--- config.mk ---
export PLATFORM = sky130hd
export DESIGN_NAME = qpu_ifu_ift2icb_ot
export DESIGN_NICKNAME = d
export VERILOG_FILES = /design/src/rtl/qpu_ifu_ift2icb_ot.sv
export SDC_FILE = /design/constraint.sdc
export NUM_CORES = 1
export LEC_CHECK = 0
export CAP_MARGIN = 0
export CORE_AREA = 5 5 58 60
export DETAILED_ROUTE_END_ITERATION = 12
export DIE_AREA = 0 0 63 65
export DONT_BUFFER_PORTS = 1
export PLACE_DENSITY = 0.58
export SLEW_MARGIN = 10
export SYNTH_ARGS = -nofsm -noshare
export SYNTH_HDL_FRONTEND = slang
export SYNTH_SLANG_ARGS = --single-unit
export TNS_END_PERCENT = 5
--- constraint.sdc ---
create_clock -name clk -period 1.9 [get_ports clk]
set_input_delay 0.285 -clock clk [delete_from_list [all_inputs] [get_ports clk]]
set_output_delay 0.285 -clock clk [all_outputs]
set_load 0.05 [all_outputs]
--- src/rtl/qpu_ifu_ift2icb_ot.sv ---
// Instruction-fetch to ITCM ICB converter: issues up to OUTS_DEPTH outstanding reads and returns
// 32-bit instructions in order. Define QPU_IFU_LINE_REUSE_EN to enable same-line reuse (fake responses).
module qpu_ifu_ift2icb_ot #(
  parameter int PC_W       = 32,
  parameter int ADDR_W     = 16,
  parameter int DATA_W     = 64,
  parameter int OUTS_DEPTH = 2
) (
  input  logic              clk,
  input  logic              rst,
  input  logic              ifu_req_valid,
  output logic              ifu_req_ready,
  input  logic [PC_W-1:0]   ifu_req_pc,
  input  logic              ifu_req_seq,
  output logic              ifu_rsp_valid,
  input  logic              ifu_rsp_ready,
  output logic [31:0]       ifu_rsp_instr,
  output logic              ifu_icb_cmd_valid,
  input  logic              ifu_icb_cmd_ready,
  output logic [ADDR_W-1:0] ifu_icb_cmd_addr,
  input  logic              ifu_icb_rsp_valid,
  output logic              ifu_icb_rsp_ready,
  input  logic [DATA_W-1:0] ifu_icb_rsp_rdata,
  input  logic              ifu_holdup,
  input  logic              itcm_nohold
);

  localparam int WB     = $clog2(DATA_W / 8);
  localparam int NW     = DATA_W / 32;
  localparam int IDX_W  = WB - 2;
  localparam int LINE_W = PC_W - WB;
  localparam int PTR_W  = (OUTS_DEPTH > 1) ? $clog2(OUTS_DEPTH) : 1;
  localparam int CNT_W  = $clog2(OUTS_DEPTH) + 1;

  logic [IDX_W-1:0]    req_idx;
  logic [IDX_W-1:0]    head_idx;
  logic [IDX_W-1:0]    idx_mem [OUTS_DEPTH];
  logic [PTR_W-1:0]    wr_ptr;
  logic [PTR_W-1:0]    rd_ptr;
  logic [CNT_W-1:0]    count;
  logic                empty;
  logic                full;
  logic                reuse;
  logic                head_fake;
  logic                push;
  logic                pop;
  logic                cmd_hs;
  logic                icb_rsp_hs;
  logic [31:0]         fake_instr;
  logic [NW-1:0][31:0] rdata_words;
  logic                unused_ok;

  function automatic logic [PTR_W-1:0] ptr_inc(input logic [PTR_W-1:0] p);
    return (p == PTR_W'(OUTS_DEPTH - 1)) ? '0 : p + 1'b1;
  endfunction

  assign req_idx     = ifu_req_pc[WB-1:2];
  assign rdata_words = ifu_icb_rsp_rdata;
  assign unused_ok   = ^{ifu_req_pc, ifu_req_seq, ifu_holdup, itcm_nohold};

  // Reset is folded into empty/full so the handshake outputs are defined while rst is high.
  assign empty = rst | (count == '0);
  assign full  = ~rst & (count == CNT_W'(OUTS_DEPTH));

  assign ifu_icb_cmd_valid = ifu_req_valid & ~full & ~reuse;
  assign ifu_icb_cmd_addr  = ifu_req_pc[ADDR_W-1:0];
  assign ifu_req_ready     = ~full & (reuse | ifu_icb_cmd_ready);
  assign ifu_rsp_valid     = ~empty & (head_fake | ifu_icb_rsp_valid);
  assign ifu_icb_rsp_ready = ~empty & ~head_fake & ifu_rsp_ready;

  assign push       = ifu_req_valid & ifu_req_ready;
  assign pop        = ifu_rsp_valid & ifu_rsp_ready;
  assign cmd_hs     = ifu_icb_cmd_valid & ifu_icb_cmd_ready;
  assign icb_rsp_hs = ifu_icb_rsp_valid & ifu_icb_rsp_ready;

  assign head_idx      = idx_mem[rd_ptr];
  assign ifu_rsp_instr = head_fake ? fake_instr : rdata_words[head_idx];

  // NOTE: sequential state uses non-blocking assignments so every register samples pre-edge values.
  always_ff @(posedge clk) begin
    if (rst) begin
      wr_ptr <= '0;
      rd_ptr <= '0;
      count  <= '0;
    end else begin
      if (push) wr_ptr <= ptr_inc(wr_ptr);
      if (pop)  rd_ptr <= ptr_inc(rd_ptr);
      if (push & ~pop)      count <= count + 1'b1;
      else if (pop & ~push) count <= count - 1'b1;
    end
  end

  // NOTE: tracking storage is deliberately not reset; the occupancy count alone marks live entries.
  always_ff @(posedge clk) begin
    if (push) idx_mem[wr_ptr] <= req_idx;
  end

`ifdef QPU_IFU_LINE_REUSE_EN
  logic [LINE_W-1:0]   req_line;
  logic [LINE_W-1:0]   last_line;
  logic                last_vld;
  logic [DATA_W-1:0]   line_q;
  logic [NW-1:0][31:0] line_words;
  logic                fake_mem [OUTS_DEPTH];

  assign req_line   = ifu_req_pc[PC_W-1:WB];
  assign reuse      = ~rst & ifu_req_seq & last_vld & (req_line == last_line)
                      & ifu_holdup & ~itcm_nohold;
  assign line_words = line_q;
  assign head_fake  = fake_mem[rd_ptr];
  assign fake_instr = line_words[head_idx];

  // In-order ICB returns guarantee line_q holds last_line's data once a fake entry is at the head.
  always_ff @(posedge clk) begin
    if (rst) begin
      last_line <= '0;
      last_vld  <= 1'b0;
      line_q    <= '0;
    end else begin
      if (cmd_hs) begin
        last_line <= req_line;
        last_vld  <= 1'b1;
      end
      if (icb_rsp_hs) line_q <= ifu_icb_rsp_rdata;
    end
  end

  always_ff @(posedge clk) begin
    if (push) fake_mem[wr_ptr] <= reuse;
  end
`else
  logic unused_hs;
  assign unused_hs  = cmd_hs ^ icb_rsp_hs;
  assign reuse      = 1'b0;
  assign head_fake  = 1'b0;
  assign fake_instr = '0;
`endif

endmodule
Yosys cells after proc, flatten, opt, wreduce, memory -nomap -nowiden
Memories as Yosys holds them, arrays and structs flattened. A register that Yosys moved wholly into a read port is not among the register bits.
Index checks and enable logic that the tools add are counted.
Word-level totals
  bits of input ports: 105
  flip-flop bits (word level): 4
  memories: 1
  output and inout port bits: 52
  word-level logic and storage cells: 37
  memory bits (writable): 2
Cells by class
  bitwise gates (word level): 15
  muxes and demuxes: 10
  $lt $le $gt $ge: 1
  add/subtract/negate cells: 4
  equal/unequal tests: 1
  reductions and logical operators: 2
Memories
  idx_mem: words 2, bits a word 1, read ports 1, clocked after Yosys merged registers in 1, wr ports 1, line 37  | logic [IDX_W-1:0] idx_mem [OUTS_DEPTH];
Operators with widths (count)
  32-bit two-way mux: 2
  1-bit AND: 9
  1-bit two-way mux: 6
  1-bit NOT: 5
  2-bit two-way mux: 2
  1-bit adder (second input constant): 2
  2-bit by 1-bit adder with 2-bit output (second input constant): 1
  2-bit == test (second input constant): 1
  2-bit zero test: 1
  1-bit by 2-bit less-than comparator with 1-bit output (second input constant): 1
  2-bit nonzero test: 1
  2-bit by 1-bit subtractor with 2-bit output (second input constant): 1
  1-bit bitwise OR: 1

Logic depth before layout (Yosys ltp)
Gate-level depths: netlist of the first run.
  depth in word-level cells: 9
  gate-level depth with buffers: 7
  depth with buffers taken out: 7

Least setup slack after synthesis of the first run
No wires, ideal clock.
  path kind: flip-flop to flip-flop
  from: register count[0]
  to: register count[1]
  period minus slack after synthesis: 1.655 ns
  setup time: 0.070 ns
  arrival time: 1.585 ns
  slack: 0.245 ns
  buffers on the path: 0
  cell stages (with the launch flop): 6
  data required time: 1.830 ns
  path through: dfxtp_1 nor3b_1 nor2_1 ha_1 or3_1 a21oi_1
On the way
  word-level cells in the longest chain between the ends: 8
  elaborated cells between the ends (all ways): 19
  classes of those cells: add/sub: 2; eq/ne: 1; mux: 2; bitwise: 12; reduce/logical: 2
RTL lines
  start: declaration: line 40  | logic [CNT_W-1:0] count;
  start signal: assignment: line 88  | if (push & ~pop) count <= count + 1'b1;
  start signal: assignment: line 89  | else if (pop & ~push) count <= count - 1'b1;
  2-bit == test *: line 63  | assign full = ~rst & (count == CNT_W'(OUTS_DEPTH));
  1-bit AND *: line 63
  1-bit NOT *: line 67  | assign ifu_req_ready = ~full & (reuse | ifu_icb_cmd_ready);
  1-bit AND *: line 67
  1-bit AND *: line 71  | assign push = ifu_req_valid & ifu_req_ready;
  via push: line 45  | logic push;
  1-bit NOT: line 89
  1-bit AND: line 89
  2-bit nonzero test (no line)
The timed path passes the listed nets; every way through them passes the cells marked *. The select of a mux whose other input is x is not followed.
A chain may end at the register's enable or synchronous reset.

==> metrics.txt, run 1 <==
min setup slack post-route=between 0.05 and 0.06 ns; row count=20; worst slew pin tran=0.505 ns; Max-Cap Viols=0; sequential share of the synthesized area=0.165; xor/xnor share of the synthesized area=0.0271; syn_area_per_cell=around 11 sq um; Synth Flop Type=dfxtp_1; clk_lat worst skew=around 0.25 ns; antenna violations before repair=0; most common cell in the netlist=mux2_4; GRT Total Usage=0.105; Post-Place Cells=about 100; Initial Utilization=0.337; Async SR Flop Fraction=0; CTS Buf Count=3; synth cell count leaders=mux2_4, buf_4, nor2_1; run status=complete, no violations; total die area=between 0.004 and 0.005 sq mm; root buffer cell=clkbuf_4; Netlist Area Pre-Place=roughly 970 sq um; Rel. slew slack=0.666; post-synth top area share=0.465; number of top-level pins=about 160; Yosys cell types=20; largest net degree at the start of global routing=33; Final Core Density=0.333; CTS tree=yes; Pre-antenna DRT Iters=2; DR vias=roughly 600; register area=around 160 sq um; Synth Area in Adders=0.0129; CP Capture Type=output pin; global-route wire length before repair=approximately 3400 um; synth-to-layout area growth=-1.03%; WL per Instance=approximately 23 um; # setup viols final=0; r2r setup slk=roughly 0.20 ns; Placement Setup Slack=0.204 ns; I/O Buffers=0; Initial DRC Count=6; Post-Synthesis Cells=86; Die H=about 65 um; fin crit period=roughly 1.8 ns; worst hold path class=input pin to flop; Final HPWL DP=approximately 2200 um; Clock Tree Buf Depth=2; post-synthesis mux area share=0.511; Top Family by Delay on Critical Path=multiplexers; P_int=approximately 0.40 mW; leak pwr=0.444 nW; critical path class=flop to output pin; Core Area=approximately 0.0029 sq mm; CP bufs+invs=1; crit path DAT=~1.6 ns; Final Instance Area=about 960 sq um; fraction of layout cells with a size suffix above 1=0.553; Slew Limit Fails=0; VDD IR max=roughly 400 uV; Multi-input gate area=663 sq um; Synth Area in Compound Gates=0.0284; clock share of power=0.171; fin crit share=0.970; placed cell areas=900 sq um; RSZ-0062 raised after global routing=false; type of element launching the critical path=flop; WP data required=roughly 1.6 ns; Switching Share=0.500; Clock Skews=0.00219 ns; NetSw=a little over 0.4 mW; Syn Nets=roughly 190; n_diodes=0; Synth area leader=mux2_4; Comb pwr share=0.607; simple-gate share of the synthesized area=0.0968; vias in the first global route=607; GR Overflow Total=0; final wirelength=~2500 um; FILL cells=~270; sequential share of power=0.223; vias per cell=about 5.5; Ys Warns=0; slowest CP cell=edfxtp_1; max incr delay on CP=around 0.41 ns; CP Max Fanout=16; clk slew on worst S/H paths=roughly 0.05 ns; synth top area cells=mux2_4, buf_4, dfxtp_1; power per cell area=between 800 and 900 mW/mm^2; Hold Slack=slightly above 0.09 ns; clock sinks=7; Hold Violations, Final=0; Synth Register Bits=7; # nets final=about 180; Residual DRC=0; Die Wd=between 60 and 70 um; largest family of logic cells by synthesized area=multiplexers; fmax=about 540 MHz; non-filler cells, final=around 110; H-tree Lvls=1; remaining antenna violation count=0; Post-synth EDFFs=2; crit-path cells=mux2i_4 > clkbuf_16 > mux2_4; RePlAce Congestion=roughly 0.60
==> layer usage <==
layer / global-route usage / part of all wire / vias to the layer above
met5: 0 / 0 / -
met4: 0.0239 / 0 / 0
met3: 0.0659 / 0.15 / 0
met2: 0.179 / 0.51 / 63
met1: 0.107 / 0.33 / 267
li1: - / - / 267
==> power by group through the flow <==
| stage | clock, mW | combinational [mW] | sequential [mW] |
|---|---|---|---|
| global route | 0.152 | 0.504 | 0.181 |
| floorplan | 0 | 0.540 | 0.179 |
| finish | 0.137 | 0.488 | 0.179 |
| global placement | 0 | 0.474 | 0.181 |
| CTS | 0.142 | 0.480 | 0.179 |
| detailed placement | 0 | 0.479 | 0.182 |
==> worst paths after layout <==
| path | startpoint | cells after the start | endpoint |
|---|---|---|---|
| max | idx_mem[0] | 3 | ifu_rsp_instr[9] |
| min | rst | 1 | flop |
| max reg2reg | count[1] | 5 | count[1] |
| min reg2reg | wr_ptr | 2 | wr_ptr |
==> through the flow <==
step,setup TNS [ns],power [mW]
2_1_floorplan,0,0.720
3_3_place_gp,0,0.655
3_5_place_dp,0,0.661
4_1_cts,-0.0874,0.801
5_1_grt,0,0.837
6_report,0,0.805
==> cells by family after synthesis <==
family / after synthesis
adder cells (fa/ha/maj): 1
XOR/XNOR: 3
buffers and inverters: 19
flip-flops: 7
AO/OA/AOI/OAI: 5
AND/OR/NAND/NOR: 18
multiplexers: 33
==> layout make-up <==
| cell class | instances | share of cell area |
|---|---|---|
| Multi-Input combinational cell | 60 | 0.691 |
| Sequential cell | 7 | 0.168 |
| Timing Repair Buffer | 5 | 0.0704 |
| Tap cell | 33 | 0.0430 |
| Clock buffer | 4 | 0.0274 |
==> layout by cell type, fill, tap and decap left out, types with 2 or more instances in the layout <==
cell type	instances
buf_4	3
edfxtp_1	2
clkbuf_4	3
or3_1	2
a21oi_1	2
mux2_4	32
dfxtp_1	4
nor2_1	6
nor2b_1	3
xor2_1	3
o21ai_0	2
and2_1	3
==> repair_timing <==
item,4_1_cts,5_1_grt
buffers inserted,0,0
resized for setup,0,3
hold buffers,0,0
setup endpoints to repair,2,8
cloned,0,1
(Power assumes the default switching activity.)
==> inputs of run 2 (changes only) <==
--- a/config.mk
+++ b/config.mk
@@ -10,7 +10,9 @@
 export DETAILED_ROUTE_END_ITERATION = 12
 export DIE_AREA = 0 0 63 65
 export DONT_BUFFER_PORTS = 1
+export HOLD_SLACK_MARGIN = 0.15
 export PLACE_DENSITY = 0.58
+export SETUP_SLACK_MARGIN = 0.05
 export SLEW_MARGIN = 10
 export SYNTH_ARGS = -nofsm -noshare
 export SYNTH_HDL_FRONTEND = slang
==> run 2 against run 1 <==
Die area stayed put. Fmax up 1.3%. Combinational power down 1%. Flip-flop and latch count unchanged. Total power shrank 0.96%. Sequential share of layout area up 0.088 points. Setup slack better by 0.024 ns. Global-route usage barely moved. Critical endpoint is now ifu_rsp_instr[1]. Largest power group unchanged.
==> metrics.txt, run 2 (same netlist as run 1, synthesis figures left out) <==
run status=complete, no violations; fraction of layout cells with a size suffix above 1=0.532 (-0.0202); Crit path depth=3 (unchanged); Die Wd=63 um (unchanged); fmax=550 MHz (+1.3%); register area=161 sq um (unchanged); RSZ-0062 raised after global routing=true; fin crit period=1.82 ns (-0.0242 ns); Initial Utilization=0.337 (unchanged); Post-CTS Setup Bufs=0 (unchanged); VDD IR max=391 uV (-2.0%); most common cell after layout, fill and taps aside=mux2_4; CP bufs+invs=1 (unchanged); crit-path cells=mux2i_4 > buf_12 > mux2_4; largest net degree at the start of global routing=33 (unchanged); WL per Instance=22.2 um (-3.9%); synth-to-layout area growth=-1.55%; Hold Violations, Final=0 (unchanged); I/O Buffers=0 (unchanged); antenna violations before repair=0 (unchanged); worst r2r src=count[1]; commonest cells after routing, fill and taps aside=mux2_4, nor2_1, dfxtp_1; GRT Total Usage=0.105 (+0.000362); met3 Track Usage GR=0.0711 (+0.00520); Residual DRC=0 (unchanged); clock share of power=0.169 (-0.002); n_diodes=0 (unchanged); remaining antenna violation count=0 (unchanged); placed cell areas=900 sq um (unchanged); P_int=0.398 mW (-1.1%); vias per cell=5.45 (-0.41%); Core Area=0.00288 sq mm (unchanged); type of element launching the critical path=flop; max incr delay on CP=0.42 ns (about the same); slowest CP cell=mux2_4; power per cell area=835 mW/mm^2 (-0.44%); H-tree Lvls=1 (unchanged); sequential share of power=0.225 (+0.002); Max-Cap Viols=0 (unchanged); Initial DRC Count=27 (+21); Clock Tree Buf Depth=2 (unchanged); vias in the first global route=611 (+0.66%); global-route wire length before repair=3420 um (unchanged); Pre-antenna DRT Iters=2 (unchanged); CTS tree=yes; GRT busiest layer=met2; clock sinks=7 (unchanged); DR vias=600 (+0.50%); Die H=65 um (unchanged); WP data required=1.62 ns (about the same); # nets final=184 (+0.55%); leak pwr=0.440 nW (-0.89%); total die area=0.00410 sq mm (unchanged); CP Max Fanout=32 (+16); final wirelength=2450 um (-3.1%); RePlAce Congestion=0.598 (unchanged); Switching Share=0.501 (+0.000732); Clock Skews=0.000588 ns (-0.00160 ns); GR Overflow Total=0 (unchanged); Worst R2R End=count[1]; FILL cells=274 (unchanged); Comb pwr share=0.606 (about the same); setup TNS=0 ns (unchanged); NetSw=0.399 mW (-0.82%); Critical Path Start=idx_mem[0]; met1 GRT Util=0.104 (-0.00314); grt met2 use=0.181 (+0.00128); number of top-level pins=157 (unchanged); clk slew on worst S/H paths=0.05 ns (about the same); CP Capture Point=ifu_rsp_instr[1]; Rel. slew slack=0.666 (about the same); Multi-input gate area=663 sq um (unchanged); root buffer cell=clkbuf_4; # setup viols final=0 (unchanged); worst slew pin tran=0.505 ns (+0.000000238 ns); r2r setup slk=0.20 ns (about the same); critical path class=flop to output pin; Final Instance Area=955 sq um (-0.52%); Top Family by Delay on Critical Path=multiplexers; crit path DAT=1.53 ns (-0.03 ns); worst hold path class=input pin to flop; CTS Buf Count=3 (unchanged); row count=20 (unchanged); clk_lat worst skew=0.25 ns (about the same); CP Capture Type=output pin; Slew Limit Fails=0 (unchanged); r2r worst-path depth=5 (unchanged); fin crit share=0.958 (-0.0127); Final HPWL DP=2160 um (unchanged)
## run 2: cell count changes in the layout (fill, tap and decap cells not counted), sizes merged
cell / before / now
dlygate4sd3: 0 / 2
clkbuf: 5 / 4
## run 2: metrics by stage
stage          hold slack [ns]  instances  total power, mW  utilization  setup WS (ns)
2_1_floorplan            0.354         86            0.720            -          0.245
3_3_place_gp             0.357        104            0.655        0.313          0.251
3_5_place_dp             0.359        104            0.661        0.313          0.204
4_1_cts                  0.297        110            0.809        0.331         0.0303
5_1_grt                  0.321        110            0.832        0.332         0.0301
6_report                 0.298        110            0.797        0.332         0.0803
## run 2: worst min-delay path by stage
stage | start | to | slack [ns] | cells past startpoint
after global routing | ifu_rsp_ready | flop | 0.32 | 3
final | ifu_rsp_ready | flop | 0.30 | 3
after CTS | ifu_rsp_ready | flop | 0.30 | 3
after detailed placement | rst | count[1] | 0.36 | 1
after global placement | rst | count[1] | 0.36 | 1
after floorplan | rst | count[1] | 0.35 | 1
## run 2: what timing repair did
action	CTS	global route
gates cloned	0	0
hold buffers	2	0
pin swaps	0	0
endpoints found under the setup margin	32	32
resized for setup	2	1
endpoints found under the hold margin	7	0
## run 2: power groups by stage
stage          Combinational, mW  Sequential (mW)  Clock (mW)
2_1_floorplan              0.540            0.179           0
3_3_place_gp               0.474            0.181           0
3_5_place_dp               0.479            0.182           0
4_1_cts                    0.487            0.179       0.142
5_1_grt                    0.499            0.181       0.152
6_report                   0.483            0.179       0.135
## run 2: area by class of cell
class / count / area share
Sequential cell: 7 / 0.169
Timing Repair Buffer: 6 / 0.0655
Clock buffer: 4 / 0.0275
Multi-Input combinational cell: 60 / 0.695
Tap cell: 33 / 0.0433
## run 2: metal layers
layer,vias to the layer above,routed length [um],share of wire
met5,-,0,0
met4,0,0,0
met3,0,394,0.16
met2,63,1300,0.53
met1,269,749,0.31
li1,268,-,-
## run 2: tightest hold or removal path: stages
cell and delay, ns:
o211ai_1 0.07, xor2_1 0.08, nor2_1 0.07
==> inputs of run 3 (changes only) <==
--- a/config.mk
+++ b/config.mk
@@ -10,8 +10,9 @@
 export DETAILED_ROUTE_END_ITERATION = 12
 export DIE_AREA = 0 0 63 65
 export DONT_BUFFER_PORTS = 1
+export GPL_TIMING_DRIVEN = 0
 export HOLD_SLACK_MARGIN = 0.15
-export PLACE_DENSITY = 0.58
+export PLACE_DENSITY = 0.52
 export SETUP_SLACK_MARGIN = 0.05
 export SLEW_MARGIN = 10
 export SYNTH_ARGS = -nofsm -noshare
==> run 3 against run 2 <==
Via count up 11%. Non-clock buffer count increased by 16. Wire length fell by 1.3%. Global-route usage is 0.98 points lower. Hold slack better by 0.014 ns. Cell area rose by 12%. Die area did not move. Clock-buffer cell count unchanged. Largest power group unchanged. Highest routed layer unchanged.
==> metrics.txt, run 3 (same netlist as run 1, synthesis figures left out) <==
run status=complete, no violations; I/O Buffers=0 (unchanged); Crit path depth=3 (unchanged); WP data required=1.62 ns (about the same); vias per cell=5.29 (-2.9%); RePlAce Congestion=0.659 (+10%); # nets final=200 (+8.7%); remaining antenna violation count=0 (unchanged); VDD IR max=332 uV (-15%); Worst R2R End=count[1]; fraction of layout cells with a size suffix above 1=0.613 (+0.0804); synth-to-layout area growth=10.3%; clk slew on worst S/H paths=0.05 ns (about the same); FILL cells=283 (+3.3%); clk_lat worst skew=0.24 ns (about the same); non-filler cells, final=126 (+15%); Max-Cap Viols=0 (unchanged); r2r setup slk=0.20 ns (about the same); Initial DRC Count=15 (-44%); clock sinks=7 (unchanged); critical path class=flop to output pin; GR Overflow Total=0 (unchanged); leak pwr=0.509 nW (+16%); H-tree Lvls=1 (unchanged); Final HPWL DP=2210 um (+2.4%); most common cell after layout, fill and taps aside=mux2_4; type of element launching the critical path=flop; slowest CP cell=mux2_4; root buffer cell=clkbuf_4; Multi-input gate area=661 sq um (-0.38%); total die area=0.00410 sq mm (unchanged); vias in the first global route=644 (+5.4%); Rel. slew slack=0.374 (-0.292); Die H=65 um (unchanged); Pre-antenna DRT Iters=4 (+2); crit-path cells=mux2i_4 > buf_6 > mux2_4; Die Wd=63 um (unchanged); register area=160 sq um (-0.78%); Hold Slack=0.312 ns (+0.0143 ns); CTS Buf Count=3 (unchanged); Slew Limit Fails=0 (unchanged); fin crit period=1.84 ns (+0.0161 ns); Clock Skews=0.00194 ns (+0.00135 ns); CP Capture Type=output pin; worst slew pin tran=0.937 ns (+0.432 ns); placed cell areas=0.00101 sq mm (+12%); Top Family by Delay on Critical Path=multiplexers; fmax=545 MHz (-0.88%); antenna violations before repair=0 (unchanged); max incr delay on CP=0.40 ns (-0.02 ns); RSZ-0062 raised after global routing=true; power per cell area=820 mW/mm^2 (-1.8%); r2r worst-path depth=5 (unchanged); worst r2r src=count[1]; # setup viols final=0 (unchanged); Residual DRC=0 (unchanged); crit path DAT=1.55 ns (+0.02 ns); fin crit share=0.966 (+0.00848); Initial Utilization=0.337 (unchanged); largest net degree at the start of global routing=11 (-67%); WL per Instance=19.2 um (-14%); number of top-level pins=157 (unchanged); worst hold path class=input pin to flop; GRT Total Usage=0.0952 (-0.00984); DR vias=667 (+11%); n_diodes=0 (unchanged); final wirelength=2410 um (-1.3%); Core Area=0.00288 sq mm (unchanged); row count=20 (unchanged); CP bufs+invs=1 (unchanged); commonest cells after routing, fill and taps aside=mux2_4, buf_4, nor2_1; setup TNS=0 ns (unchanged); CP Capture Point=ifu_rsp_instr[28]; Clock Tree Buf Depth=2 (unchanged); CTS tree=yes; CP Max Fanout=10 (-69%); global-route wire length before repair=3220 um (-5.9%); Post-Place Cells=119 (+14%); Hold Violations, Final=0 (unchanged); Final Instance Area=0.00107 sq mm (+12%)
## run 3: worst min path at each step
stage	startpoint	to	slack (ns)	depth (start not counted)
6_report	ifu_rsp_ready	rd_ptr	0.31	3
2_1_floorplan	rst	count[1]	0.35	1
3_5_place_dp	rst	count[1]	0.36	1
3_3_place_gp	rst	count[1]	0.36	1
5_1_grt	ifu_rsp_ready	rd_ptr	0.34	3
4_1_cts	ifu_rsp_ready	rd_ptr	0.31	3
## run 3: through the flow
step / power, mW / utilization / setup slack (ns)
floorplan: 0.720 / - / 0.245
global placement: 0.746 / 0.351 / 0.111
detailed placement: 0.749 / 0.351 / 0.0355
CTS: 0.888 / 0.370 / 0.0251
global route: 0.917 / 0.372 / -0.0426
finish: 0.877 / 0.372 / 0.0641
## run 3: cell type report
type	instances	share of cell area
Buffer	19	0.144
Tap cell	33	0.0386
Clock buffer	4	0.0246
Multi-Input combinational cell	60	0.618
Timing Repair Buffer	3	0.0257
Sequential cell	7	0.150
## run 3: repair_timing
action                     CTS  global route
resized for setup            0             1
setup endpoints to repair   33            35
hold endpoints to repair     7             0
setup buffers                1             0
hold buffers                 2             0
## run 3: worst min-delay path, cell delays in order
cell and delay [ns]:
o211ai_1 0.08, xor2_1 0.09, nor2_1 0.07
## run 3: report_power, final
| group | internal, mW | switching, mW | total (mW) |
|---|---|---|---|
| Sequential | 0.166 | 0.0135 | 0.180 |
| Clock | 0.0797 | 0.0479 | 0.128 |
| Combinational | 0.170 | 0.400 | 0.570 |
## run 3: layer usage
layer  wire (um)  track usage  vias up  share of wire
met3         361       0.0468        0           0.15
met4           0       0.0239        0              0
met2        1370        0.164       66           0.57
met5           0            0        -              0
met1         684        0.103      301           0.28
li1            -            -      300              -
==> RTL edit: new RTL, config.mk and constraints of run 1 <==
Set the parameter `OUTS_DEPTH` to 1 (it was 2).
--- a/src/rtl/qpu_ifu_ift2icb_ot.sv
+++ b/src/rtl/qpu_ifu_ift2icb_ot.sv
@@ -4,7 +4,7 @@
   parameter int PC_W       = 32,
   parameter int ADDR_W     = 16,
   parameter int DATA_W     = 64,
-  parameter int OUTS_DEPTH = 2
+  parameter int OUTS_DEPTH = 1
 ) (
   input  logic              clk,
   input  logic              rst,
Behaviour: not the same (Yosys sat finds a counterexample within 4 cycles, from zero or initial values and one cycle with rst high).
==> RTL edit against run 1 <==
- sequential cell count shrank 5
- area after synthesis fell by 21%
- non-clock buffer count down 1
- first-iteration DRC count is 33% lower
- total power fell by 41%
- largest cell class unchanged
- critical path type unchanged
- final cell count decreased by 22%
- wire length is 27% lower
- register-to-register slack gained 0.78 ns
- count of clock-buffer cells in the layout did not move
- design area is 30% lower
- worst setup slack better by 0.14 ns
==> RTL edit: results <==
set metrics [dict create \
    outcome "complete, no violations" \
    synth_fa_ha_area_share_pct 0 \
    met3_length_um 310 \
    dp_cells 81 \
    cp_slowest_cell "mux2_4" \
    synth_area_leaders "mux2_4, buf_4, buf_12, edfxtp_1, mux2_2" \
    rr_startpoint "count" \
    holdWs_ns 0.132 \
    power.total_uw 472 \
    reg2reg_to "idx_mem[0]" \
    powerComb_uw 314 \
    cellLeakagePower_nw 0.336 \
    reg2reg_depth 2 \
    finClkSkew_ns 0.00509 \
    grt_pass1_wl_mm 2.39 \
    synthMuxAreaShare_pct 61.6 \
    power_switching_uw 258 \
    vias_per_cell 5.19 \
    gr-usage-met1_pct 6.23 \
    synth_compound_area_share_pct 1.79 \
    grt_pass1_vias 441 \
    cp.arrival_ns 1.42 \
    gp_congestion 0.541 \
    grtUsageTotal_pct 7.19 \
    worst_slew_pin_slew_ns 0.497 \
    synth_top_area_share_pct 58.6 \
    insertion_delay_ns 0.23 \
    grt_max_degree 21 \
    synth_fp_nets 169 \
    dp_slack_ns 0.424 \
    synth.distinct_cells 14 \
    routed.top_layer "met4" \
    r2r_slack_ns 0.98 \
    synthXorXnorAreaFrac_pct 0 \
    routed-wl-met2_mm 1.04 \
    p_seq_uw 50.5 \
    grt_use_met3_pct 5.03 \
    drtIter0Drc 4 \
    met1_length_um 477 \
    wirelength_mm 1.85 \
    worstPathMaxFanout 20 \
]
==> RTL edit: changes by cell type after synthesis, moves of 2 or more <==
| cell | delta |
|---|---|
| o21ai_0 | -2 |
| dfxtp_1 | -4 |
| inv_1 | +2 |
| nor2_1 | -4 |
| xor2_1 | -3 |
| or3_1 | -2 |
| buf_12 | +3 |
| nor2b_1 | -3 |
| buf_6 | -2 |
==> RTL edit: final cells by class <==
class	instances	area share (%)
repair buffers	4	4.45
well taps	33	6.12
flip-flops and latches	2	7.42
clock buffers	4	3.90
multi-input cells	40	77.0
inverters	2	1.11
==> RTL edit: worst max path at each step <==
stage / from / end / slack, ns
final: idx_mem[0] / ifu_rsp_instr[1] / 0.20
after global routing: idx_mem[0] / ifu_rsp_instr[23] / 0.13
after CTS: idx_mem[0] / ifu_rsp_instr[23] / 0.18
after detailed placement: idx_mem[0] / ifu_rsp_instr[23] / 0.42
after global placement: idx_mem[0] / ifu_rsp_instr[1] / 0.44
after floorplan: rst / ifu_icb_rsp_ready / 0.51
